`config.mk`:
```
export PLATFORM = sky130hd
export DESIGN_NAME = bram_lane_gather
export DESIGN_NICKNAME = d
export VERILOG_FILES = /design/src/rtl/bram_gather_pkg.sv /design/src/rtl/bram_gather_wbuf.sv /design/src/rtl/bram_lane_gather.sv
export SDC_FILE = /design/constraint.sdc
export NUM_CORES = 1
export LEC_CHECK = 0
export ABC_AREA = 1
export ABC_CLOCK_PERIOD_IN_PS = 6200
export CAP_MARGIN = 30
export CORE_ASPECT_RATIO = 1.5
export CORE_MARGIN = 2
export CORE_UTILIZATION = 24
export DETAILED_ROUTE_END_ITERATION = 8
export HOLD_SLACK_MARGIN = 0.03
export MAX_ROUTING_LAYER = met4
export PLACE_DENSITY = 0.54
export SLEW_MARGIN = 10
export SYNTH_ARGS = -nofsm -noshare
export SYNTH_HDL_FRONTEND = slang
export SYNTH_HIERARCHICAL = 1
export SYNTH_SLANG_ARGS = --single-unit
```
`constraint.sdc`:
```
create_clock -name bram_clk_in -period 6.2 [get_ports bram_clk_in]
set_input_delay 1.24 -clock bram_clk_in [delete_from_list [all_inputs] [get_ports bram_clk_in]]
set_output_delay 1.24 -clock bram_clk_in [all_outputs]
set_load 0.05 [all_outputs]
```
`src/rtl/bram_gather_pkg.sv`:
```
// rtl/bram_gather_pkg.sv - shared types and address/lane helpers for the lane gather block
package bram_gather_pkg;

    localparam int ADDR_W     = 40;
    localparam int LANES      = 8;
    localparam int LINE_BYTES = 16;
    localparam int LINE_W     = ADDR_W - 4;

    typedef enum logic [1:0] {
        IDLE,
        FLUSH,
        RD_ISSUE,
        RD_WAIT
    } state_t;

    function automatic logic [LINE_W-1:0] line_of(input logic [ADDR_W-1:0] addr);
        return addr[ADDR_W-1:4];
    endfunction

    function automatic logic [2:0] lane_of(input logic [ADDR_W-1:0] addr);
        return addr[3:1];
    endfunction

    function automatic logic [LINE_BYTES-1:0] strobe_mask(input logic [1:0] we,
                                                          input logic [2:0] lane);
        return {14'd0, we} << {lane, 1'b0};
    endfunction

    // Narrow write data is replicated across the line; the byte mask picks the target lane.
    function automatic logic [8*LINE_BYTES-1:0] byte_merge(input logic [8*LINE_BYTES-1:0] old,
                                                           input logic [15:0] wdata,
                                                           input logic [LINE_BYTES-1:0] mask);
        logic [8*LINE_BYTES-1:0] r;
        r = old;
        for (int b = 0; b < LINE_BYTES; b++) begin
            if (mask[b]) r[8*b +: 8] = wdata[8*(b % 2) +: 8];
        end
        return r;
    endfunction

endpackage

```
`src/rtl/bram_gather_wbuf.sv`:
```
// rtl/bram_gather_wbuf.sv - one-line write-merge buffer with byte mask and full detect
module bram_gather_wbuf
    import bram_gather_pkg::*;
(
    input  logic                    clk,
    input  logic                    rstn,
    input  logic                    merge,
    input  logic                    clear,
    input  logic [LINE_W-1:0]       wr_line,
    input  logic [2:0]              wr_lane,
    input  logic [1:0]              wr_we,
    input  logic [15:0]             wr_data,
    output logic                    buf_valid,
    output logic [LINE_W-1:0]       buf_line,
    output logic [8*LINE_BYTES-1:0] buf_data,
    output logic [LINE_BYTES-1:0]   buf_mask,
    output logic                    full_next
);

    logic [LINE_BYTES-1:0] lane_mask;
    logic [LINE_BYTES-1:0] mask_next;

    assign lane_mask = strobe_mask(wr_we, wr_lane);
    assign mask_next = buf_mask | lane_mask;
    assign full_next = &mask_next;

    always_ff @(posedge clk) begin
        if (!rstn) begin
            buf_valid <= 1'b0;
            buf_mask  <= '0;
        end else if (clear) begin
            buf_valid <= 1'b0;
            buf_mask  <= '0;
        end else if (merge) begin
            buf_valid <= 1'b1;
            buf_line  <= wr_line;
            buf_mask  <= mask_next;
            buf_data  <= byte_merge(buf_data, wr_data, lane_mask);
        end
    end

endmodule

```
`src/rtl/bram_lane_gather.sv`:
```
// rtl/bram_lane_gather.sv - 16-bit request port gathered onto 128-bit BRAM lines
module bram_lane_gather
    import bram_gather_pkg::*;
#(
    parameter int ADDR_WIDTH        = 40,
    parameter int WIDE_DATA_WIDTH   = 128,
    parameter int NARROW_DATA_WIDTH = 16,
    parameter int READ_LATENCY      = 1
) (
    input  logic                         bram_clk_in,
    input  logic                         bram_rstn_in,
    input  logic                         req_valid_in,
    output logic                         req_ready_out,
    input  logic [1:0]                   req_we_in,
    input  logic [ADDR_WIDTH-1:0]        req_addr_in,
    input  logic [NARROW_DATA_WIDTH-1:0] req_wdata_in,
    output logic                         rsp_valid_out,
    output logic [NARROW_DATA_WIDTH-1:0] rsp_rdata_out,
    input  logic                         flush_in,
    output logic                         idle_out,
    output logic                         bram_clk_out,
    output logic                         bram_rst_out,
    output logic                         bram_en_out,
    output logic [WIDE_DATA_WIDTH/8-1:0] bram_we_out,
    output logic [ADDR_WIDTH-1:0]        bram_addr_out,
    output logic [WIDE_DATA_WIDTH-1:0]   bram_din_out,
    input  logic [WIDE_DATA_WIDTH-1:0]   bram_din_in
);

    state_t state, state_nx;

    logic                       flush_pend, flush_serv;
    logic                       rb_valid;
    logic [LINE_W-1:0]          rb_line, rd_line;
    logic [WIDE_DATA_WIDTH-1:0] rb_data;
    logic [1:0]                 wait_cnt;
    logic                       rd_accept, req_ready, wb_merge;

    logic                        wb_valid, wb_full_nx;
    logic [LINE_W-1:0]           wb_line;
    logic [WIDE_DATA_WIDTH-1:0]  wb_data;
    logic [LINE_BYTES-1:0]       wb_mask;

    logic [LINE_W-1:0] req_line;
    logic [2:0]        req_lane;
    logic              is_write, rb_hit, wb_same, rd_done;

    assign req_line = line_of(req_addr_in);
    assign req_lane = lane_of(req_addr_in);
    assign is_write = |req_we_in;
    assign rb_hit   = rb_valid && (rb_line == req_line);
    assign wb_same  = wb_valid && (wb_line == req_line);
    assign rd_done  = (state == RD_WAIT) && (wait_cnt == 2'(READ_LATENCY));

    bram_gather_wbuf u_wbuf (
        .clk       (bram_clk_in),
        .rstn      (bram_rstn_in),
        .merge     (wb_merge),
        .clear     (state == FLUSH),
        .wr_line   (req_line),
        .wr_lane   (req_lane),
        .wr_we     (req_we_in),
        .wr_data   (req_wdata_in),
        .buf_valid (wb_valid),
        .buf_line  (wb_line),
        .buf_data  (wb_data),
        .buf_mask  (wb_mask),
        .full_next (wb_full_nx)
    );

    // A pending flush outranks any request; misses that overlap the write line drain it first.
    always_comb begin
        state_nx   = state;
        req_ready  = 1'b0;
        wb_merge   = 1'b0;
        rd_accept  = 1'b0;
        flush_serv = 1'b0;
        case (state)
            IDLE: begin
                if (flush_pend) begin
                    flush_serv = 1'b1;
                    if (wb_valid) state_nx = FLUSH;
                end else if (req_valid_in) begin
                    if (is_write) begin
                        if (!wb_valid || wb_line == req_line) begin
                            req_ready = 1'b1;
                            wb_merge  = 1'b1;
                            if (wb_full_nx) state_nx = FLUSH;
                        end else begin
                            state_nx = FLUSH;
                        end
                    end else if (rb_hit) begin
                        req_ready = 1'b1;
                        rd_accept = 1'b1;
                    end else if (wb_same) begin
                        state_nx = FLUSH;
                    end else begin
                        state_nx = RD_ISSUE;
                    end
                end
            end
            FLUSH:    state_nx = IDLE;
            RD_ISSUE: state_nx = RD_WAIT;
            RD_WAIT:  if (rd_done) state_nx = IDLE;
            default:  state_nx = IDLE;
        endcase
    end

    always_ff @(posedge bram_clk_in) begin
        if (!bram_rstn_in) begin
            state         <= IDLE;
            flush_pend    <= 1'b0;
            rb_valid      <= 1'b0;
            wait_cnt      <= '0;
            rsp_valid_out <= 1'b0;
            rsp_rdata_out <= '0;
        end else begin
            state         <= state_nx;
            flush_pend    <= flush_in | (flush_pend & ~flush_serv);
            rsp_valid_out <= rd_accept;
            wait_cnt      <= (state == RD_WAIT) ? 2'(wait_cnt + 2'd1) : 2'd0;
            if (rd_accept) rsp_rdata_out <= rb_data[{req_lane, 4'b0} +: 16];
            if (state == IDLE && state_nx == RD_ISSUE) rd_line <= req_line;
            if (rd_done) begin
                rb_data  <= bram_din_in;
                rb_line  <= rd_line;
                rb_valid <= 1'b1;
            end else if (wb_merge && rb_hit) begin
                rb_data <= byte_merge(rb_data, req_wdata_in, strobe_mask(req_we_in, req_lane));
            end
        end
    end

    assign req_ready_out = req_ready & bram_rstn_in;
    assign idle_out      = (state == IDLE) && !wb_valid && !flush_pend;
    assign bram_clk_out  = bram_clk_in;
    assign bram_rst_out  = ~bram_rstn_in;
    assign bram_en_out   = (state == FLUSH) || (state == RD_ISSUE);
    assign bram_we_out   = (state == FLUSH) ? wb_mask : '0;
    assign bram_din_out  = wb_data;

    always_comb begin
        bram_addr_out = '0;
        if (state == FLUSH)    bram_addr_out = {wb_line, 4'b0};
        if (state == RD_ISSUE) bram_addr_out = {rd_line, 4'b0};
    end

endmodule

```
# --- After elaboration in Yosys (flattened, before gate mapping) ---
# Index checks and enable logic that the tools add are counted.
classes:
  shifts: 2
  muxes: 47
  reduce_logical: 68
  add_sub_neg: 1
  bitwise: 7
  n_eq_ne: 7
op_table:
  columns: ["operator", "count"]
  rows:
  - ["128-bit two-way mux", 2]
  - ["8-bit two-way mux", 16]
  - ["128-bit by 8-bit variable part select with 16-bit output", 1]
  - ["40-bit two-way mux", 2]
  - ["36-bit == test", 2]
  - ["4-bit AND reduction", 16]
  - ["3-bit AND reduction", 17]
  - ["2-bit nonzero test", 17]
  - ["2-bit two-way mux", 9]
  - ["1-bit two-way mux", 16]
  - ["16-bit two-way mux", 1]
  - ["16-bit bitwise OR", 1]
  - ["16-bit AND reduction", 1]
  - ["2-bit by 4-bit << shifter with 16-bit output", 1]
  - ["2-bit case mux with 4 select lines", 1]
  - ["1-bit logical AND", 7]
  - ["2-bit == test, second input constant", 3]
  - ["2-bit AND reduction", 3]
  - ["2-bit by 1-bit == test with 1-bit output, second input constant", 2]
  - ["2-bit OR reduction", 2]
  - ["1-bit NOT", 3]
  - ["2-bit by 1-bit adder with 2-bit output, second input constant", 1]
  - ["1-bit AND", 2]
  - ["1-bit zero test", 2]
  - ["other kinds (3)", 4]
word_totals:
  regBits: 404
  out_inout_bits: 206
  inputBits: 190
  word_cells: 175

# --- Longest topological paths before layout ---
# Gate-level depths: netlist (run 1).
logic_depth:
  ltp_word: 12
  depth_mapped: 18
  mapped_depth_nobuf: 18

# --- Hierarchy ---
# Netlist (run 1), hierarchy kept.
by_module_without_submodules:
  columns: ["module", "cells_per_inst", "area_per_inst_um2", "seq_area_each_um2", "instances"]
  rows:
  - ["bram_lane_gather", 1432, 11716.2, 6466.2, 1]
  - ["bram_gather_wbuf", 299, 5813.1, 5265.0, 1]

==> flow_metrics.tcl, run 1 <==
set metrics [dict create \
    grtUsageMet2 0.322 \
    end_kind "output pin" \
    powerDensity_nw_per_um2 307 \
    vias_per_cell 4.50 \
    peakVddDrop_v 0.000304 \
    initial_core_util 0.242 \
    r2r_slack_ns 2.97 \
    io_buffers 390 \
    synth.cells.most_frequent "667 x nand2_1, 364 x edfxtp_1, 151 x nand3_1" \
    crit_type "clock port to output pin" \
    grt_pass1_vias 13800 \
    path_clk_slew_ns 0.06 \
    synthTopCellsByArea "edfxtp_1 62%, nand2_1 14%, dfxtp_1 4.6%" \
    setup_viol_count_final 0 \
    drt_iter0_drc 991 \
    route.detailed.drc 0 \
    post_cts_buffers 0 \
    hpwl_um 49200 \
    finalHoldViolCount 0 \
    rows 121 \
    yosys.cell_count.top_type "nand2_1" \
    crit_buf_inv 3 \
    critPathMaxFanout 2 \
    grt_busiest_layer "met2" \
    antenna_found_initial 5 \
    syn_area_sq_um 17500 \
    outcome "finished clean" \
    relSlewSlack 0.355 \
    die_y_um 335 \
    synth_compound_area_frac 0.0305 \
    synth_xor_area_frac 0.0190 \
    met1_usage 0.180 \
    gr-total-overflow 0 \
    synth-simple-area-share 0.230 \
    cp_cell_sequence "clkbuf_16 > clkbuf_16 > clkdlybuf4s50_1" \
    synth_fa_ha_area_frac 0.00357 \
    synthCells 1731 \
    tns_ns 0 \
    synth_top_family_by_area "simple AND/OR/NAND/NOR gates" \
    rsz0062_at_grt "false" \
    core_area_sq_um 72500 \
    fin_skew_ns 0.0364 \
    io_pins 396 \
    worstPathArrival_ns 4.05 \
    clk_latency_ns 0.71 \
    cts_tree "built" \
    synth_ff_type "edfxtp_1" \
    synth_edf_count 364 \
    whs_ns 0.424 \
    avgSynthCellArea_sq_um 10.1 \
    final_nets 2324 \
    synth_top_area_cell "edfxtp_1" \
    netlist.area_leader.share 0.624 \
    drive_gt1_frac 0.0583 \
    dieArea_sq_um 75300 \
    cts_hold_buf 0 \
    grt_first_pass_wirelength_um 91900 \
    synth_seq_cells 404 \
    tightest_slew_ns 0.964 \
    cap_violations 0 \
    cp_slowest_stage_delay_ns 0.69 \
    dr.pass1.iters 5 \
    required_ns 4.96 \
    p_leak_nw 9.07 \
    grtUsageMet3 0.0323 \
    drtAntennaViolNets 0 \
    yosysSeqAreaShare 0.669 \
    worst_path_max_delay_cell "clkdlybuf4s50_1" \
    crit_family "buffers and inverters" \
    grt_use_total 0.176 \
    die_x_um 225 \
    synthArstFlopShare 0 \
    report.final.slew_viol_count 0 \
    wl_per_cell_um 21.2 \
    yosysWarnings 6 \
    finalWeightedCongestion 0.959 \
    hp-class "register to register" \
    vias 13900 \
    cts-resized-gates 0 \
    start_kind "clock port" \
    synth_cell_types 40 \
    grt_max_degree 69 \
    muxShareOfSynthArea 0 \
    drt_wl_total_um 65500 \
    syn_to_final_growth_pct 37.3 \
    cpMostUsedCell "clkbuf_16" \
]
[path summary, 6_finish.rpt]
path                            cells past startpoint                          start                endpoint
worst max-delay path                                3                    bram_clk_in            bram_clk_out
worst max register to register                     11  u_wbuf/buf_line[27]$_DFFE_PP_   rb_data[44]$_DFFE_PP_
worst min register to register                      1         wait_cnt[0]$_SDFF_PN0_  wait_cnt[0]$_SDFF_PN0_
worst min-delay path                                1         wait_cnt[0]$_SDFF_PN0_  wait_cnt[0]$_SDFF_PN0_
[cell usage in the layout, fill, tap and decap left out, types with 20 or more instances in the layout]
master	instances
edfxtp_1	364
clkdlybuf4s50_1	387
nand2_1	667
xor2_1	20
buf_4	25
a21oi_1	23
dfxtp_1	40
nand3_1	151
nor2_1	106
inv_1	118
clkbuf_16	48
[where the power goes]
group	internal, mW	switching, mW
logic	0.433	0.989
registers	3.09	0.0525
clock network	1.65	1.18
[cells by family after synthesis]
group	after synthesis
AND/OR/NAND/NOR	984
flip-flops	404
buffers and inverters	206
AO/OA/AOI/OAI	93
other	1
XOR/XNOR	38
adder cells (fa/ha/maj)	5
[stage by stage]
stage / cells / instance area [sq um] / utilization / setup WS (ns) / total power [mW]
2_1_floorplan: 1734 / 17500 / - / 1.69 / 4.03
4_1_cts: 3081 / 24000 / 0.331 / 0.904 / 7.47
3_3_place_gp: 2996 / 22400 / 0.310 / 1.19 / 4.65
6_report: 3089 / 24100 / 0.332 / 0.915 / 7.39
5_1_grt: 3089 / 24100 / 0.332 / 0.901 / 7.65
3_5_place_dp: 2997 / 22500 / 0.310 / 1.16 / 4.66
[per-layer routing]
layer  up-vias  share of wire  wire, um
met2       564           0.54     35300
li1       6574              -         -
met4         0          0.046      3030
met5         -              0         0
met3       144          0.052      3400
met1      6612           0.36     23700
[sequential cells by signal (all words and copies together), names as in the netlist]
register / flops
rb_data: 128
state: 2
rsp_rdata_out: 16
rb_line: 36
rb_valid: 1
u_wbuf/buf_valid: 1
u_wbuf/buf_line: 36
u_wbuf/buf_data: 128
rd_line: 36
rsp_valid_out: 1
u_wbuf/buf_mask: 16
flush_pend: 1
wait_cnt: 2
[final cells by class]
class,count,area (sq um)
Timing Repair Buffer,417,4160
Clock buffer,59,1260
Fill cell,7352,48500
Antenna cell,4,10.0
Clock inverter,26,270
Sequential cell,404,11700
Inverter,133,500
Tap cell,922,1150
Multi-Input combinational cell,1124,4980
(Power assumes the default switching activity.)
==> inputs of run 2 (changes only) <==
--- a/config.mk
+++ b/config.mk
@@ -7,7 +7,7 @@
 export LEC_CHECK = 0
 export ABC_AREA = 1
 export ABC_CLOCK_PERIOD_IN_PS = 6200
-export CAP_MARGIN = 30
+export CAP_MARGIN = 20
 export CORE_ASPECT_RATIO = 1.5
 export CORE_MARGIN = 2
 export CORE_UTILIZATION = 24
@@ -15,7 +15,7 @@
 export HOLD_SLACK_MARGIN = 0.03
 export MAX_ROUTING_LAYER = met4
 export PLACE_DENSITY = 0.54
-export SLEW_MARGIN = 10
+export SLEW_MARGIN = 20
 export SYNTH_ARGS = -nofsm -noshare
 export SYNTH_HDL_FRONTEND = slang
 export SYNTH_HIERARCHICAL = 1
==> run 2 against run 1 <==
Net effect: sequential power about the same; non-clock buffer count is 5 lower; sequential share of layout area hardly changed; combinational power barely moved; sequential cell count stayed put; utilization is essentially flat; clock power rose by 1%; critical endpoint unchanged.
==> flow_metrics.tcl, run 2 (same netlist as run 1, synthesis figures left out) <==
set metrics [dict create \
    outcome "finished clean" \
    p_leak_nw 9.06 \
    dp_cells 2996 \
    hpwl_um 48800 \
    die_x_um 225 \
    fin_skew_ns 0.0279 \
    power_mw 7.42 \
    hp-class "register to register" \
    finalWeightedCongestion 0.959 \
    cts-resized-gates 0 \
    drtAntennaViolNets 0 \
    drive_gt1_frac 0.0583 \
    clk_latency_ns 0.70 \
    io_buffers 390 \
    layout_commonest_cell "nand2_1" \
    setup_viol_count_final 0 \
    tns_ns 0 \
    start_kind "clock port" \
    dr.pass1.iters 5 \
    peakVddDrop_v 0.000286 \
    grt_max_degree 121 \
    initial_core_util 0.242 \
    path_clk_slew_ns 0.06 \
    rsz0062_at_grt "false" \
    comb_power_share 0.189 \
    crit_type "clock port to output pin" \
    final_nets 2320 \
    report.final.slew_viol_count 0 \
    top_regs "rb_data x128, u_wbuf/buf_data x128" \
    final_cell_mix "667 x nand2_1, 387 x clkdlybuf4s50_1, 364 x edfxtp_1, 151 x nand3_1, 118 x inv_1" \
    final_cells 3093 \
    cts_tree "built" \
    critPathMaxFanout 3 \
    powerDensity_nw_per_um2 308 \
    rows 121 \
    antenna_found_initial 10 \
    cp_slowest_stage_delay_ns 0.69 \
    tightest_slew_ns 1.01 \
    io_pins 396 \
    pwr-share-clk 0.387 \
    power.switching_mw 2.22 \
    cts_hold_buf 0 \
    drt_iter0_drc 895 \
    seq_power_share 0.424 \
    vias 13800 \
    finalHoldViolCount 0 \
    vias_per_cell 4.45 \
    core_area_sq_um 72500 \
    worstPathArrival_ns 4.05 \
    drt_wl_total_um 65000 \
    syn_to_final_growth_pct 37.2 \
    switching_share 0.299 \
    post_cts_buffers 0 \
    whs_ns 0.424 \
    required_ns 4.96 \
    wl_per_cell_um 21.0 \
    relSlewSlack 0.325 \
    dp_slack_ns 1.17 \
    final.setup.worst_slack_ns 0.915 \
    cpMostUsedCell "clkbuf_16" \
    route.detailed.drc 0 \
    gr-total-overflow 0 \
    grt_first_pass_wirelength_um 91500 \
    p_int_mw 5.20 \
    end_kind "output pin" \
    cap_violations 0 \
    nFillCells 7330 \
    die_y_um 335 \
    dieArea_sq_um 75300 \
    grt_pass1_vias 13800 \
    grt_use_total 0.175 \
    cp_cell_sequence "clkbuf_16 > clkbuf_16 > clkdlybuf4s50_1" \
    worst_path_max_delay_cell "clkdlybuf4s50_1" \
]
run 2: cell type report:
class	count	area, sq um	area share
timing repair buffer	412	4070	0.169
clock buffer	67	1340	0.0558
clock inverter	22	245	0.0102
antenna	9	22.5	0.000937
tap	922	1150	0.0480
inverter	133	500	0.0208
sequential	404	11700	0.488
multi-input combinational	1124	4980	0.207
run 2: metal layers:
layer	routed length [um]	GRT usage
met1	23100	0.174
met2	34300	0.314
met3	3980	0.0421
met4	3680	0.0919
met5	0	-
run 2: final timing paths:
check             cells after the start                       endpoint                         start  slack [ns]
setup / recovery                      3                   bram_clk_out                   bram_clk_in        0.91
hold / removal                        1         wait_cnt[0]$_SDFF_PN0_        wait_cnt[0]$_SDFF_PN0_        0.42
setup reg to reg                     11  u_wbuf/buf_data[78]$_DFFE_PP_  u_wbuf/buf_line[6]$_DFFE_PP_        2.96
hold reg to reg                       1         wait_cnt[0]$_SDFF_PN0_        wait_cnt[0]$_SDFF_PN0_        0.42
run 2: power by group through the flow:
| stage | Sequential [mW] | Clock, mW | Combinational [mW] |
|---|---|---|---|
| after detailed placement | 3.20 | 0.0372 | 1.42 |
| final | 3.14 | 2.87 | 1.40 |
| after global placement | 3.19 | 0.0372 | 1.42 |
| after CTS | 3.14 | 2.94 | 1.43 |
| after floorplan | 3.20 | 0.0348 | 0.788 |
| after global routing | 3.15 | 3.03 | 1.50 |
run 2: metrics by stage:
stage               utilization  instance area, sq um
floorplan                     -                 17500
global placement          0.310                 22400
detailed placement        0.310                 22400
CTS                       0.331                 24000
global route              0.332                 24000
finish                    0.332                 24000
run 2: worst max-delay path, delay by kind of cell:
family	cells	cell delay, ns
buf+inv	3	0.94
==> inputs of run 3 (changes only) <==
--- a/config.mk
+++ b/config.mk
@@ -6,7 +6,7 @@
 export NUM_CORES = 1
 export LEC_CHECK = 0
 export ABC_AREA = 1
-export ABC_CLOCK_PERIOD_IN_PS = 6200
+export ABC_CLOCK_PERIOD_IN_PS = 5100
 export CAP_MARGIN = 20
 export CORE_ASPECT_RATIO = 1.5
 export CORE_MARGIN = 2
==> constraint.sdc (replaced) <==
create_clock -name bram_clk_in -period 5.1 [get_ports bram_clk_in]
set_input_delay 1.02 -clock bram_clk_in [delete_from_list [all_inputs] [get_ports bram_clk_in]]
set_output_delay 1.02 -clock bram_clk_in [all_outputs]
set_load 0.05 [all_outputs]
==> run 3 against run 2 <==
Net effect: cell count grew 0.16%; clock power rose by 17%; non-clock buffer count increased by 16; count of clock-buffer cells in the layout decreased by 5; worst setup slack got worse by 0.35 ns; critical path type is now register to output pin; critical endpoint is now bram_we_out[1]; highest routed layer unchanged.
==> flow_metrics.tcl, run 3 (same netlist as run 1, synthesis figures left out) <==
set metrics [dict create \
    die_x_um 225 \
    drive_gt1_frac 0.0635 \
    fmax_mhz 220 \
    worstPathArrival_ns 3.52 \
    dp_cells 3012 \
    setup_viol_count_final 0 \
    dp_slack_ns 0.782 \
    top_regs "rb_data x128, u_wbuf/buf_data x128" \
    cts_hold_buf 0 \
    vias_per_cell 4.45 \
    grt_first_pass_wirelength_um 91700 \
    finalHoldViolCount 0 \
    dr.pass1.iters 5 \
    finish.utilization 0.332 \
    fin_crit_sh 0.890 \
    drt_iter0_drc 847 \
    finalWeightedCongestion 0.932 \
    gr-total-overflow 0 \
    rsz0062_at_grt "false" \
    grt_pass1_vias 13800 \
    hpwl_um 49000 \
    die_y_um 335 \
    peakVddDrop_v 0.000480 \
    cts-resized-gates 0 \
    final.setup.worst_slack_ns 0.560 \
    relSlewSlack 0.364 \
    rows 121 \
    drtAntennaViolNets 0 \
    dieArea_sq_um 75300 \
    initial_core_util 0.242 \
    start_kind "register" \
    p_leak_nw 9.10 \
    report.final.slew_viol_count 0 \
    post_cts_buffers 0 \
    whs_ns 0.423 \
    powerDensity_nw_per_um2 369 \
    syn_to_final_growth_pct 37.4 \
    io_pins 396 \
    r2r_slack_ns 1.58 \
    grt_use_total 0.175 \
    io_buffers 390 \
    final_cell_mix "667 x nand2_1, 387 x clkdlybuf4s50_1, 364 x edfxtp_1, 151 x nand3_1, 118 x inv_1" \
    outcome "finished clean" \
    antenna_found_initial 6 \
    vias 13800 \
    core_area_sq_um 72500 \
    nFillCells 7296 \
    fin_area_sq_um 24100 \
    required_ns 4.08 \
    path_clk_slew_ns 0.06 \
    tightest_slew_ns 0.953 \
    route.detailed.drc 0 \
    cap_violations 0 \
    power_mw 8.90 \
    end_kind "output pin" \
    fin_skew_ns 0.0289 \
    final_nets 2333 \
    clk_latency_ns 0.71 \
    drt_wl_total_um 64700 \
    crit_type "register to output pin" \
    hp-class "register to register" \
    tns_ns 0 \
    grt_max_degree 70 \
    place_area_sq_um 22600 \
    final_cells 3098 \
    critPathMaxFanout 37 \
    layout_commonest_cell "nand2_1" \
    wl_per_cell_um 20.9 \
    cts_tree "built" \
    period_needed_ns 4.54 \
]
## run 3: cell types whose count changed in the layout (fill, tap and decap cells not counted), sizes merged
cell	change
clkbuf	-5
clkinvlp	+1
buf	+16
inv	+1
clkinv	-3
diode	-5
## run 3: layer usage
metal | global-route usage | up-vias | wire length [um] | share of wire
li1 | - | 6582 | - | -
met1 | 0.178 | 6549 | 23300 | 0.36
met2 | 0.316 | 532 | 34500 | 0.53
met3 | 0.0339 | 123 | 3650 | 0.056
met4 | 0.0896 | 0 | 3320 | 0.051
met5 | - | - | 0 | 0
## run 3: path summary, 6_finish.rpt
path	from	end	cells after the start
max reg2reg	state[0]$_SDFF_PN0_	rb_data[86]$_DFFE_PP_	6
max	state[1]$_SDFF_PN0_	bram_we_out[1]	6
min	wait_cnt[0]$_SDFF_PN0_	wait_cnt[0]$_SDFF_PN0_	1
min reg2reg	wait_cnt[0]$_SDFF_PN0_	wait_cnt[0]$_SDFF_PN0_	1
## run 3: cell type report
type | instances | area (sq um) | area share
flip-flops and latches | 404 | 11700 | 0.487
inverters | 133 | 500 | 0.0208
repair buffers | 428 | 4200 | 0.174
well taps | 922 | 1150 | 0.0479
diodes | 4 | 10.0 | 0.000416
clock inverters | 21 | 225 | 0.00935
multi-input cells | 1124 | 4980 | 0.207
clock buffers | 62 | 1280 | 0.0531
## run 3: critical path, cell delays in order, from the launching register on
cell             delay (ns)
dfxtp_1                0.34
inv_1                  0.18
ha_2                   0.86
buf_4                  0.38
nand2_1                0.17
inv_1                  0.09
clkdlybuf4s50_1        0.80
## run 3: report_power, final
part | leakage [nW] | switching, mW | total (mW) | internal, mW
Combinational | 4.77 | 1.19 | 1.71 | 0.518
Sequential | 3.61 | 0.0634 | 3.82 | 3.76
Clock | 0.728 | 1.41 | 3.37 | 1.96
